<file path="src/rtl/bcd_to_binary.sv">
// Sequential BCD-to-binary converter: one multiply-by-10-and-add per digit, MSD first,
// with valid/ready on both sides. Optional build macro: BCD_SATURATE_EN (clamp on overflow).
module bcd_to_binary #(
  parameter int DIGITS = 3,
  parameter int BIN_W  = 8
) (
  input  logic                  clk,
  input  logic                  reset,
  input  logic                  in_valid,
  output logic                  in_ready,
  input  logic [4*DIGITS-1:0]   bcd,
  output logic                  out_valid,
  input  logic                  out_ready,
  output logic [BIN_W-1:0]      binary,
  output logic                  overflow,
  output logic                  invalid
);

  localparam int BCD_W = 4 * DIGITS;
  localparam int ACC_W = 4 * DIGITS;
  localparam int EXT_W = ACC_W + BIN_W;
  localparam int CNT_W = (DIGITS > 1) ? $clog2(DIGITS) : 1;

  typedef enum logic [1:0] {IDLE, CONVERT, DONE} state_e;

  state_e             state_q, state_d;
  logic [BCD_W-1:0]   bcd_sr_q, bcd_sr_d;
  logic [ACC_W-1:0]   acc_q, acc_d;
  logic [CNT_W-1:0]   cnt_q, cnt_d;
  logic               inv_q, inv_d;
  logic [BIN_W-1:0]   binary_q, binary_d;
  logic               overflow_q, overflow_d;
  logic               invalid_q, invalid_d;

  logic [3:0]         digit;
  logic [ACC_W-1:0]   acc_step;
  logic               inv_step;
  logic [EXT_W-1:0]   acc_ext;
  logic               acc_over;
  logic               last_digit;

  // Out-of-range digits are still accumulated; the sticky flag masks the result later.
  assign digit      = bcd_sr_q[BCD_W-1 -: 4];
  assign acc_step   = (acc_q << 3) + (acc_q << 1) + ACC_W'(digit);
  assign inv_step   = inv_q | (digit > 4'd9);
  assign acc_ext    = EXT_W'(acc_step);
  assign acc_over   = (acc_ext >> BIN_W) != '0;
  assign last_digit = (cnt_q == CNT_W'(DIGITS - 1));

  // NOTE: every always_comb output gets its default first so no path leaves it unassigned (no latches).
  always_comb begin
    state_d    = state_q;
    bcd_sr_d   = bcd_sr_q;
    acc_d      = acc_q;
    cnt_d      = cnt_q;
    inv_d      = inv_q;
    binary_d   = binary_q;
    overflow_d = overflow_q;
    invalid_d  = invalid_q;

    case (state_q)
      IDLE: begin
        if (in_valid) begin
          bcd_sr_d = bcd;
          acc_d    = '0;
          inv_d    = 1'b0;
          cnt_d    = '0;
          state_d  = CONVERT;
        end
      end
      CONVERT: begin
        acc_d    = acc_step;
        inv_d    = inv_step;
        bcd_sr_d = bcd_sr_q << 4;
        if (last_digit) begin
          state_d = DONE;
          if (inv_step) begin
            binary_d   = '0;
            overflow_d = 1'b0;
            invalid_d  = 1'b1;
          end else if (acc_over) begin
            overflow_d = 1'b1;
            invalid_d  = 1'b0;
`ifdef BCD_SATURATE_EN
            binary_d   = '1;
`else
            binary_d   = acc_ext[BIN_W-1:0];
`endif
          end else begin
            binary_d   = acc_ext[BIN_W-1:0];
            overflow_d = 1'b0;
            invalid_d  = 1'b0;
          end
        end else begin
          cnt_d = cnt_q + 1'b1;
        end
      end
      DONE: begin
        if (out_ready) state_d = IDLE;
      end
      default: state_d = IDLE;
    endcase
  end

  // NOTE: sequential state uses non-blocking assignments so all registers update from pre-edge values.
  always_ff @(posedge clk) begin
    if (reset) begin
      state_q    <= IDLE;
      bcd_sr_q   <= '0;
      acc_q      <= '0;
      cnt_q      <= '0;
      inv_q      <= 1'b0;
      binary_q   <= '0;
      overflow_q <= 1'b0;
      invalid_q  <= 1'b0;
    end else begin
      state_q    <= state_d;
      bcd_sr_q   <= bcd_sr_d;
      acc_q      <= acc_d;
      cnt_q      <= cnt_d;
      inv_q      <= inv_d;
      binary_q   <= binary_d;
      overflow_q <= overflow_d;
      invalid_q  <= invalid_d;
    end
  end

  assign in_ready  = (state_q == IDLE);
  assign out_valid = (state_q == DONE);
  assign binary    = binary_q;
  assign overflow  = overflow_q;
  assign invalid   = invalid_q;

endmodule

</file>
<file path="config.mk">
export PLATFORM = sky130hd
export DESIGN_NAME = bcd_to_binary
export DESIGN_NICKNAME = d
export VERILOG_FILES = /design/src/rtl/bcd_to_binary.sv
export SDC_FILE = /design/constraint.sdc
export NUM_CORES = 1
export LEC_CHECK = 0
export CORE_MARGIN = 5
export CORE_UTILIZATION = 25
export DETAILED_ROUTE_END_ITERATION = 10
export GPL_TIMING_DRIVEN = 0
export PLACE_DENSITY = 0.43
export SLEW_MARGIN = 5
export SYNTH_ARGS = -nofsm -noshare
export SYNTH_HDL_FRONTEND = slang
export SYNTH_SLANG_ARGS = --single-unit
</file>
<file path="constraint.sdc">
create_clock -name clk -period 2.7 [get_ports clk]
set_clock_uncertainty 0.15 [all_clocks]
set_input_delay 0.54 -clock clk [delete_from_list [all_inputs] [get_ports clk]]
set_output_delay 0.54 -clock clk [all_outputs]
set_load 0.01 [all_outputs]
</file>
==> impl_results.rst, run 1 <==
.. list-table::
   :header-rows: 1

   * - Metric
     - Value
   * - Critical path endpoint
     - overflow
   * - Clock period minus final worst setup slack
     - 2730 ps
   * - Setup slack, reg-to-reg
     - -30 ps
   * - Crit Reg-Reg Startpoint
     - bcd_sr_q[11]
   * - Number of inserted filler cells in the final layout
     - roughly 900
   * - Cell-internal power
     - between 1 and 1.5 mW
   * - Count of antenna diodes in the layout
     - 0
   * - X dimension of the die
     - ~100 um
   * - Maximum number of pins on one net before global-route repair
     - 13
   * - Quantity of hold-fixing buffers added after cts
     - 0
   * - WL final
     - 5830 um
   * - TritonCTS sink count
     - 38
   * - Overall Global Routing Usage
     - 0.118
   * - Period Utilization, post-route
     - 1.01
   * - MaxCap Viol Count
     - 0
   * - H-tree depth
     - 2
   * - Synth Cell Area
     - ~0.0021 mm^2
   * - Relative slew slack
     - 0.561
   * - Register area
     - between 700 and 800 um^2
   * - DP Wirelength
     - about 4200 um
   * - Average via count per standard cell
     - about 4.7
   * - Number of buffers added by the clock tree synthesis step
     - 5
   * - Share of total power in sequential cells
     - 0.427
   * - Reg2reg end
     - overflow
   * - Grt total ovfl
     - 0
   * - Net count reported at finish
     - between 300 and 400
   * - Initial core utilization
     - 0.256
   * - Rows
     - 33
   * - Mean post-synth cell area
     - roughly 8.4 um^2
   * - Element type at the critical path start
     - flop
   * - Drt first pass iters
     - 4
   * - Switching fraction of total power
     - 0.243
   * - Number of endpoints with negative hold slack in the final report
     - 0
   * - Peak supply drop
     - ~0.18 mV
   * - Most used cells in the layout excluding fill and tap cells
     - sky130_fd_sc_hd__nor2_1, sky130_fd_sc_hd__dfxtp_1, sky130_fd_sc_hd__clkdlybuf4s50_1, sky130_fd_sc_hd__a21oi_1
   * - Average wire length per cell after detail routing
     - 14.8 um
   * - Highest net fanout along the worst path
     - 2
   * - Required time of the worst setup path
     - ~2700 ps
   * - Cell variety after synth
     - 42
   * - Buffer cell driving the clock tree root
     - sky130_fd_sc_hd__clkbuf_8
   * - Antenna violations before repair
     - 0
   * - Transition time at the pin with the least slew margin
     - 656 ps
   * - Kind of critical path
     - reg -> reg
   * - Arrival time at the worst endpoint
     - ~2700 ps
   * - Seq cells post-synth
     - 38
   * - Area of the placeable core
     - between 0.008 and 0.009 mm^2
   * - Crit path setup slack, layout
     - -25.3 ps
   * - Share of final-layout standard cells stronger than drive strength 1
     - 0.121
   * - Overall power after layout
     - between 1 and 1.5 mW
   * - Syn Inst Count
     - 249
   * - Clock transition at the register clock pins on the worst setup and hold paths after CTS
     - 80 ps
   * - Placement Setup Slack
     - -152 ps
   * - Leakage power
     - 1.14 nW
   * - Area used by multi-input combinational logic
     - approximately 0.0013 mm^2
   * - Clock insertion delay at the later pin of the skew report
     - about 290 ps
   * - Placement Cell Area
     - 0.00250 mm^2
   * - Count of port buffers added during placement
     - 27
   * - DRC
     - 0
   * - Worst Reg-to-Reg Cells
     - 10
   * - Post-synthesis sequential area ratio
     - 0.362
   * - Power share of the combinational group
     - 0.137
   * - RePlAce Congestion
     - roughly 0.77
   * - Fmax
     - roughly 370 MHz
   * - Finished layout cell area
     - 0.00272 mm^2
   * - Hold Worst Slack
     - between 300 and 400 ps
   * - Power density relative to cell area
     - between 500 and 600 mW/mm^2
   * - Clock tree from TritonCTS
     - yes
   * - I/O pin count
     - 28
   * - Total count of max-transition violations in the final report
     - 0
   * - Floorplan die area
     - 0.0103 mm^2
   * - Maximum count of clock buffers along a single path
     - 2
   * - Type of destination of the critical path
     - flop
   * - Number of global-route vias before repair
     - around 1800
   * - Most common cell after layout, fill and taps aside
     - sky130_fd_sc_hd__nor2_1
   * - First element of the critical path
     - bcd_sr_q[11]
   * - Outcome
     - complete, but fails checks
   * - Synth Net Count
     - about 290
   * - Type of the tightest min-delay check
     - reg -> reg
   * - Number of setup violations in the final report
     - 1
   * - Vias after detailed routing
     - roughly 1900
   * - Relative area change from synthesis to final layout
     - 29.4%
   * - Height of the die
     - around 100 um
   * - Violations in the final reports
     - setup timing
   * - Detailed Route Iter0 Violations
     - 66
   * - Unrepaired setup endpoints after global routing
     - yes
   * - Count of antenna-violating nets left after detailed routing
     - 0
   * - Relative contribution of the clock network to total power
     - 0.436
   * - Wire length of the first global-routing pass
     - 9450 um
   * - Net load switching power
     - 343 uW
   * - Yosys warning total
     - 0
[worst min-delay path by stage]
stage,startpoint,to,slack (ps),depth (start not counted)
after floorplan,acc_q[9],acc_q[9],290,2
after global placement,acc_q[9],acc_q[9],300,2
after detailed placement,acc_q[9],acc_q[9],300,2
after CTS,acc_q[9],acc_q[9],310,2
after global routing,acc_q[9],acc_q[9],350,2
final,acc_q[9],acc_q[9],310,2
[power groups by stage]
| stage | logic [mW] | clock network (mW) | registers (mW) |
|---|---|---|---|
| floorplan | 0.123 | 0 | 0.608 |
| global placement | 0.186 | 0 | 0.615 |
| detailed placement | 0.187 | 0 | 0.615 |
| CTS | 0.196 | 0.633 | 0.602 |
| global route | 0.215 | 0.656 | 0.605 |
| finish | 0.193 | 0.614 | 0.602 |
[state kept, by name, summed over array words and instances, names as in the netlist]
register,flops
bcd_sr_q,12
acc_q,11
cnt_q,2
inv_q,1
invalid,1
overflow,1
state_q,2
binary,8
[cells by family (layout without fill, tap and decap cells)]
family | count (synthesis) | count (layout) | synth area share
and+or+nand+nor | 84 | 84 | 0.190
muxes | 1 | 1 | 0.00476
DFF | 38 | 38 | 0.362
xor gates and xnor gates | 7 | 7 | 0.0292
buffers and inverters | 28 | 69 | 0.0530
adders and majority gates | 21 | 21 | 0.132
AOI/OAI and AO/OA | 70 | 70 | 0.229
[metrics by stage]
| step | std cells | TNS, ps | util |
|---|---|---|---|
| 2_1_floorplan | 249 | 0 | - |
| 3_3_place_gp | 381 | -241 | 0.305 |
| 3_5_place_dp | 381 | -262 | 0.305 |
| 4_1_cts | 394 | -13.0 | 0.330 |
| 5_1_grt | 395 | -235 | 0.331 |
| 6_report | 395 | -25.3 | 0.331 |
[worst max-delay path: stages (launching register included)]
cell	delay [ps]
sky130_fd_sc_hd__dfxtp_2	340
sky130_fd_sc_hd__inv_2	40
sky130_fd_sc_hd__fa_1	560
sky130_fd_sc_hd__inv_1	50
sky130_fd_sc_hd__ha_1	270
sky130_fd_sc_hd__a21o_1	190
sky130_fd_sc_hd__nand4_1	130
sky130_fd_sc_hd__a21oi_2	90
sky130_fd_sc_hd__or3_4	380
sky130_fd_sc_hd__a221oi_2	280
sky130_fd_sc_hd__a311oi_1	110
[layer usage]
metal,track usage,wire length (um)
met1,0.159,2930
met3,0.0262,142
met2,0.191,2680
met5,0,0
met4,0.0337,72
[cell usage after synthesis (all sizes together)]
library cell / instances / area (um^2)
o311a: 1 / 10.0
mux2i: 1 / 10.0
a221oi: 1 / 8.76
nand3: 2 / 10.0
o221ai: 1 / 8.76
nand3b: 1 / 7.51
nor2: 42 / 158
ha: 19 / 238
inv: 13 / 48.8
dfxtp: 38 / 761
nor2b: 10 / 70.1
clkbuf: 10 / 37.5
xor2: 3 / 26.3
xnor2: 4 / 35.0
or3: 3 / 18.8
buf: 5 / 25.0
o221a: 2 / 22.5
nor3: 2 / 10.0
o31a: 1 / 8.76
o21a: 1 / 7.51
nand4: 1 / 6.26
a31oi: 1 / 6.26
a22oi: 19 / 143
a311o: 1 / 10.0
nand2b: 3 / 18.8
a211oi: 1 / 7.51
a21oi: 25 / 133
fa: 2 / 40.0
nor3b: 2 / 26.3
or2: 2 / 12.5
o31ai: 2 / 15.0
nand2: 16 / 62.6
o21ai: 5 / 25.0
a311oi: 6 / 52.6
a21o: 3 / 22.5
[layout make-up]
type / count / share of cell area
buffer: 15 / 0.0230
clock buffer: 6 / 0.0304
clock inverter: 2 / 0.0221
inverter: 13 / 0.0179
multi-input combinational: 183 / 0.461
sequential: 38 / 0.281
tap: 105 / 0.0483
timing repair buffer: 33 / 0.116
[what timing repair did]
item	CTS	global route
pin swaps	11	2
buffers inserted	5	1
setup endpoints to repair	2	3
gates resized for setup	8	1
Power figures use the tool's default switching activity.
==> run 2: changes to the inputs <==
- CORE_ASPECT_RATIO: default -> 0.6
- CTS_BUF_LIST: default -> sky130_fd_sc_hd__clkbuf_8
- SLEW_MARGIN: 5 -> 20
==> impl_results.rst, run 2 (synthesis gave the netlist of run 1 again) <==
.. list-table::
   :header-rows: 1

   * - Metric
     - Value
   * - Net load switching power
     - between 300 and 400 uW
   * - Crit path setup slack, layout
     - between 1.5 and 2 ps
   * - Maximum number of pins on one net before global-route repair
     - 14
   * - Number of setup violations in the final report
     - 0
   * - Wire length of the first global-routing pass
     - roughly 9500 um
   * - Relative area change from synthesis to final layout
     - 30.4%
   * - Clock transition at the register clock pins on the worst setup and hold paths after CTS
     - 90 ps
   * - Leakage power
     - 1.12 nW
   * - Maximum single-stage delay on the critical path
     - roughly 600 ps
   * - Kind of critical path
     - reg -> reg
   * - Drt first pass iters
     - 4
   * - Largest Register
     - bcd_sr_q
   * - Number of global-route vias before repair
     - 1771
   * - Type of destination of the critical path
     - flop
   * - Share of final-layout standard cells stronger than drive strength 1
     - 0.132
   * - Floorplan die area
     - roughly 0.010 mm^2
   * - RePlAce Congestion
     - approximately 0.74
   * - Power density relative to cell area
     - just over 500 mW/mm^2
   * - Crit-path leading delay family
     - adder cells
   * - DRC
     - 0
   * - MaxCap Viol Count
     - 0
   * - Rows
     - 25
   * - Grt peak-use layer
     - met1
   * - H-tree depth
     - 2
   * - Type of the tightest min-delay check
     - reg -> reg
   * - Count of antenna diodes in the layout
     - 0
   * - Placement Setup Slack
     - -151 ps
   * - Element type at the critical path start
     - flop
   * - Buffer and inverter count on the worst path
     - 2
   * - Cell-internal power
     - 1.04 mW
   * - Final core area utilization
     - 0.341
   * - Clock period minus final worst setup slack
     - between 2000 and 3000 ps
   * - Share of total power in sequential cells
     - 0.430
   * - Count of port buffers added during placement
     - 27
   * - Required time of the worst setup path
     - ~2700 ps
   * - Maximum count of clock buffers along a single path
     - 2
   * - Arrival time at the worst endpoint
     - 2710 ps
   * - GR Util met1
     - 0.198
   * - Initial core utilization
     - 0.261
   * - X dimension of the die
     - around 130 um
   * - Number of endpoints with negative hold slack in the final report
     - 0
   * - Most used cells in the layout excluding fill and tap cells
     - sky130_fd_sc_hd__nor2_1, sky130_fd_sc_hd__dfxtp_1, sky130_fd_sc_hd__clkdlybuf4s50_1, sky130_fd_sc_hd__a21oi_1, sky130_fd_sc_hd__a22oi_1
   * - Buffer cell driving the clock tree root
     - sky130_fd_sc_hd__clkbuf_8
   * - Relative slew slack
     - 0.500
   * - WL final
     - 5950 um
   * - Overall Global Routing Usage
     - 0.120
   * - List of cells traversed by the critical path
     - inv_2 > fa_2 > inv_1 > ha_1 > a21o_1 > nand4_1 > a21oi_2 > or3_4 > a221oi_2 > a311oi_1
   * - Unrepaired setup endpoints after global routing
     - yes
   * - DP Wirelength
     - about 4400 um
   * - Peak supply drop
     - roughly 0.23 mV
   * - Height of the die
     - roughly 81 um
   * - Transition time at the pin with the least slew margin
     - 747 ps
   * - Most common cell after layout, fill and taps aside
     - sky130_fd_sc_hd__nor2_1
   * - Average wire length per cell after detail routing
     - about 15 um
   * - Outcome
     - finished, final reports clean
   * - Period Utilization, post-route
     - 0.999
   * - Clock insertion delay at the later pin of the skew report
     - around 300 ps
   * - Net count reported at finish
     - 324
   * - Setup TNS
     - 0 ps
   * - Area of the placeable core
     - 0.00804 mm^2
   * - Grt total ovfl
     - 0
   * - Library cell contributing the largest single delay on the critical path
     - sky130_fd_sc_hd__fa_2
   * - Count of antenna-violating nets left after detailed routing
     - 0
   * - Met2 track demand over resource in global routing
     - 0.142
   * - Power share of the combinational group
     - 0.142
   * - Vias after detailed routing
     - between 1500 and 2000
   * - Average via count per standard cell
     - around 4.7
   * - Clock tree from TritonCTS
     - yes
   * - GR Util met3
     - 0.0329
   * - Detailed Route Iter0 Violations
     - 81
   * - Relative contribution of the clock network to total power
     - 0.429
   * - Number of buffers added by the clock tree synthesis step
     - 5
   * - Fmax
     - about 370 MHz
   * - Switching fraction of total power
     - 0.255
   * - Total count of max-transition violations in the final report
     - 0
   * - Antenna violations before repair
     - 0
   * - TritonCTS sink count
     - 38
   * - Overall power after layout
     - approximately 1.4 mW
   * - Max FFs per register
     - 12
   * - I/O pin count
     - 28
   * - Highest net fanout along the worst path
     - 2
run 2: cell count changes in the layout (fill, tap and decap cells not counted), sizes merged:
| cell | before | now |
|---|---|---|
| buf | 11 | 9 |
| clkbuf | 16 | 15 |
| clkinv | 0 | 1 |
run 2: layout make-up:
cell class              instances  area, um^2
plain buffers                  15        62.6
clock buffers                   5        68.8
clock inverters                 3        68.8
fillers                       867        5300
inverters                      13        48.8
multi-input cells             183        1290
flip-flops and latches         38         764
well taps                     108         135
repair buffers                 31         300
run 2: final timing paths:
path	slack [ps]	depth (start not counted)	endpoint	startpoint
setup / recovery	2	10	overflow	bcd_sr_q[11]
hold / removal	330	2	acc_q[9]	acc_q[9]
setup reg to reg	2	10	overflow	bcd_sr_q[11]
hold reg to reg	330	2	acc_q[9]	acc_q[9]
run 2: through the flow:
stage / instances / cell area [um^2] / hold slack, ps
floorplan: 249 / 2100 / 290
detailed placement: 384 / 2510 / 319
global placement: 384 / 2510 / 305
finish: 396 / 2740 / 326
global route: 396 / 2740 / 338
CTS: 395 / 2710 / 331
run 2: power by group through the flow:
stage,sequential (mW),clock [mW],combinational (mW)
after detailed placement,0.614,0,0.188
after floorplan,0.608,0,0.123
after global routing,0.604,0.643,0.222
final,0.601,0.600,0.198
after global placement,0.614,0,0.189
after CTS,0.601,0.612,0.193
run 2: routing by layer:
| metal | share of wire | up-vias |
|---|---|---|
| met1 | 0.58 | 849 |
| met2 | 0.36 | 42 |
| li1 | - | 948 |
| met5 | 0 | - |
| met4 | 0.0074 | 0 |
| met3 | 0.053 | 4 |
run 2: timing repair:
item,in CTS,in global routing
setup endpoints to repair,2,3
gates resized for setup,11,3
setup buffers,3,1
pin swaps,8,5
hold buffers,0,0
run 2: worst reg2reg max path: cells and delay by family (launching register included):
family | cells | cell delay [ps]
buffers and inverters | 2 | 90
adder cells (fa/ha/maj) | 2 | 880
flip-flops | 1 | 340
AO/OA/AOI/OAI | 4 | 620
AND/OR/NAND/NOR | 2 | 490
==> run 3: changes to the inputs <==
- ABC_CLOCK_PERIOD_IN_PS: default -> 2700
- CORE_UTILIZATION: 25 -> 51
- PLACE_DENSITY: 0.43 -> 0.77
==> impl_results.rst, run 3 (synthesis gave the netlist of run 1 again) <==
.. list-table::
   :header-rows: 1

   * - Metric
     - Value
   * - Crit-path leading delay family
     - adder cells
   * - H-tree depth
     - 2
   * - Buffer and inverter count on the worst path
     - 2
   * - X dimension of the die
     - 92.9 um
   * - Fmax
     - between 300 and 400 MHz
   * - Share of final-layout standard cells stronger than drive strength 1
     - 0.121
   * - Violations in the final reports
     - setup timing
   * - Maximum number of pins on one net before global-route repair
     - 13
   * - DP Wirelength
     - 3660 um
   * - Final core area utilization
     - 0.647
   * - Highest net fanout along the worst path
     - 2
   * - Net count reported at finish
     - 325
   * - Transition time at the pin with the least slew margin
     - between 600 and 700 ps
   * - Drt first pass iters
     - 4
   * - Vias after detailed routing
     - between 1500 and 2000
   * - Detailed Route Iter0 Violations
     - between 100 and 150
   * - Period Utilization, post-route
     - 1.04
   * - Clock insertion delay at the later pin of the skew report
     - approximately 290 ps
   * - Count of antenna-violating nets left after detailed routing
     - 0
   * - Quantity of hold-fixing buffers added after cts
     - 0
   * - Maximum count of clock buffers along a single path
     - 2
   * - Most used cells in the layout excluding fill and tap cells
     - sky130_fd_sc_hd__nor2_1, sky130_fd_sc_hd__dfxtp_1, sky130_fd_sc_hd__clkdlybuf4s50_1, sky130_fd_sc_hd__a21oi_1, sky130_fd_sc_hd__a22oi_1
   * - TritonCTS sink count
     - 38
   * - Required time of the worst setup path
     - roughly 2700 ps
   * - Count of port buffers added during placement
     - 27
   * - Number of buffers added by the clock tree synthesis step
     - 5
   * - Buffer cell driving the clock tree root
     - sky130_fd_sc_hd__clkbuf_8
   * - Rows
     - 18
   * - Grt total ovfl
     - 0
   * - Type of the tightest min-delay check
     - reg -> reg
   * - Floorplan die area
     - around 0.0055 mm^2
   * - Clock transition at the register clock pins on the worst setup and hold paths after CTS
     - roughly 70 ps
   * - Average via count per standard cell
     - ~5.6
   * - Average wire length per cell after detail routing
     - 15.1 um
   * - Number of global-route vias before repair
     - about 1700
   * - Unrepaired setup endpoints after global routing
     - yes
   * - Outcome
     - complete, but fails checks
   * - Total count of max-transition violations in the final report
     - 0
   * - Count of antenna diodes in the layout
     - 0
   * - Relative area change from synthesis to final layout
     - 24.7%
   * - WL final
     - just over 5000 um
   * - Kind of critical path
     - reg -> reg
   * - Type of destination of the critical path
     - flop
   * - Most common cell after layout, fill and taps aside
     - sky130_fd_sc_hd__nor2_1
   * - Arrival time at the worst endpoint
     - 2800 ps
   * - Number of setup violations in the final report
     - 1
   * - Maximum single-stage delay on the critical path
     - between 500 and 600 ps
   * - Clock tree from TritonCTS
     - yes
   * - Power density relative to cell area
     - between 400 and 500 mW/mm^2
   * - List of cells traversed by the critical path
     - inv_2 > fa_1 > inv_1 > ha_1 > a21o_1 > nand4_1 > a21oi_2 > or3_4 > a221oi_2 > a311oi_1
   * - Height of the die
     - approximately 60 um
   * - Finished layout cell area
     - 0.00262 mm^2
   * - Largest Register
     - bcd_sr_q
   * - Antenna violations before repair
     - 0
   * - I/O pin count
     - 28
   * - Initial core utilization
     - 0.519
   * - Wire length of the first global-routing pass
     - 8400 um
   * - Overall Global Routing Usage
     - 0.196
   * - Max FFs per register
     - 12
   * - MaxCap Viol Count
     - 0
   * - Peak supply drop
     - roughly 0.32 mV
   * - Leakage power
     - about 1.1 nW
   * - Crit path setup slack, layout
     - -104 ps
   * - Placement Cell Area
     - 0.00243 mm^2
   * - Area of the placeable core
     - a little over 0.004 mm^2
   * - RePlAce Congestion
     - about 0.8
   * - Element type at the critical path start
     - flop
   * - Clock period minus final worst setup slack
     - roughly 2800 ps
   * - DRC
     - 0
   * - Number of endpoints with negative hold slack in the final report
     - 0
   * - Relative slew slack
     - 0.560
   * - Library cell contributing the largest single delay on the critical path
     - sky130_fd_sc_hd__fa_1
-- run 3: cell type report --
cell class              instances  area (um^2)
fillers                       324         1430
multi-input cells             183         1270
flip-flops and latches         38          763
repair buffers                 32          308
clock buffers                   5         68.8
plain buffers                  15         62.6
well taps                      50         62.6
inverters                      13         48.8
clock inverters                 3         40.0
-- run 3: path summary, 6_finish.rpt --
check,to,slack (ps),cells after the start,start
max reg2reg,overflow,-100,10,acc_q[0]
max,overflow,-100,10,acc_q[0]
min,bcd_sr_q[10],340,2,bcd_sr_q[6]
min reg2reg,bcd_sr_q[10],340,2,bcd_sr_q[6]
-- run 3: layer usage --
layer | vias to the layer above | global-route usage | routed length, um
li1 | 957 | - | -
met1 | 887 | 0.297 | 2660
met2 | 57 | 0.269 | 2080
met3 | 9 | 0.0491 | 335
met4 | 0 | 0.0605 | 55
met5 | - | 0 | 0
-- run 3: power by group --
part	leakage (nW)	switching, mW	total [mW]	internal [mW]
Clock	0.0579	0.204	0.476	0.272
Sequential	0.310	0.0162	0.599	0.583
Combinational	0.749	0.104	0.191	0.0874
Total	1.12	0.324	1.27	0.943
-- run 3: timing repair --
item	in CTS	in global routing
pin swaps	11	7
setup endpoints to repair	2	2
gates resized for setup	9	1
setup buffers	3	2
-- run 3: per-stage QoR --
stage / total power, mW / setup WS (ps) / std cells / setup TNS [ps] / hold WS, ps
3_3_place_gp: 0.791 / -76.8 / 326 / -89.5 / 315
2_1_floorplan: 0.731 / 101 / 249 / 0 / 290
6_report: 1.27 / -104 / 339 / -104 / 337
5_1_grt: 1.33 / -165 / 339 / -214 / 368
4_1_cts: 1.27 / -76.3 / 337 / -76.3 / 342
3_5_place_dp: 0.792 / -103 / 326 / -186 / 322
-- run 3: worst register-to-register path, delay by kind of cell, from the launching register on --
family          cells  cell delay, ps
compound gates      4             720
fa+ha+maj           2             850
buf+inv             2             100
flops               1             340
simple gates        2             510
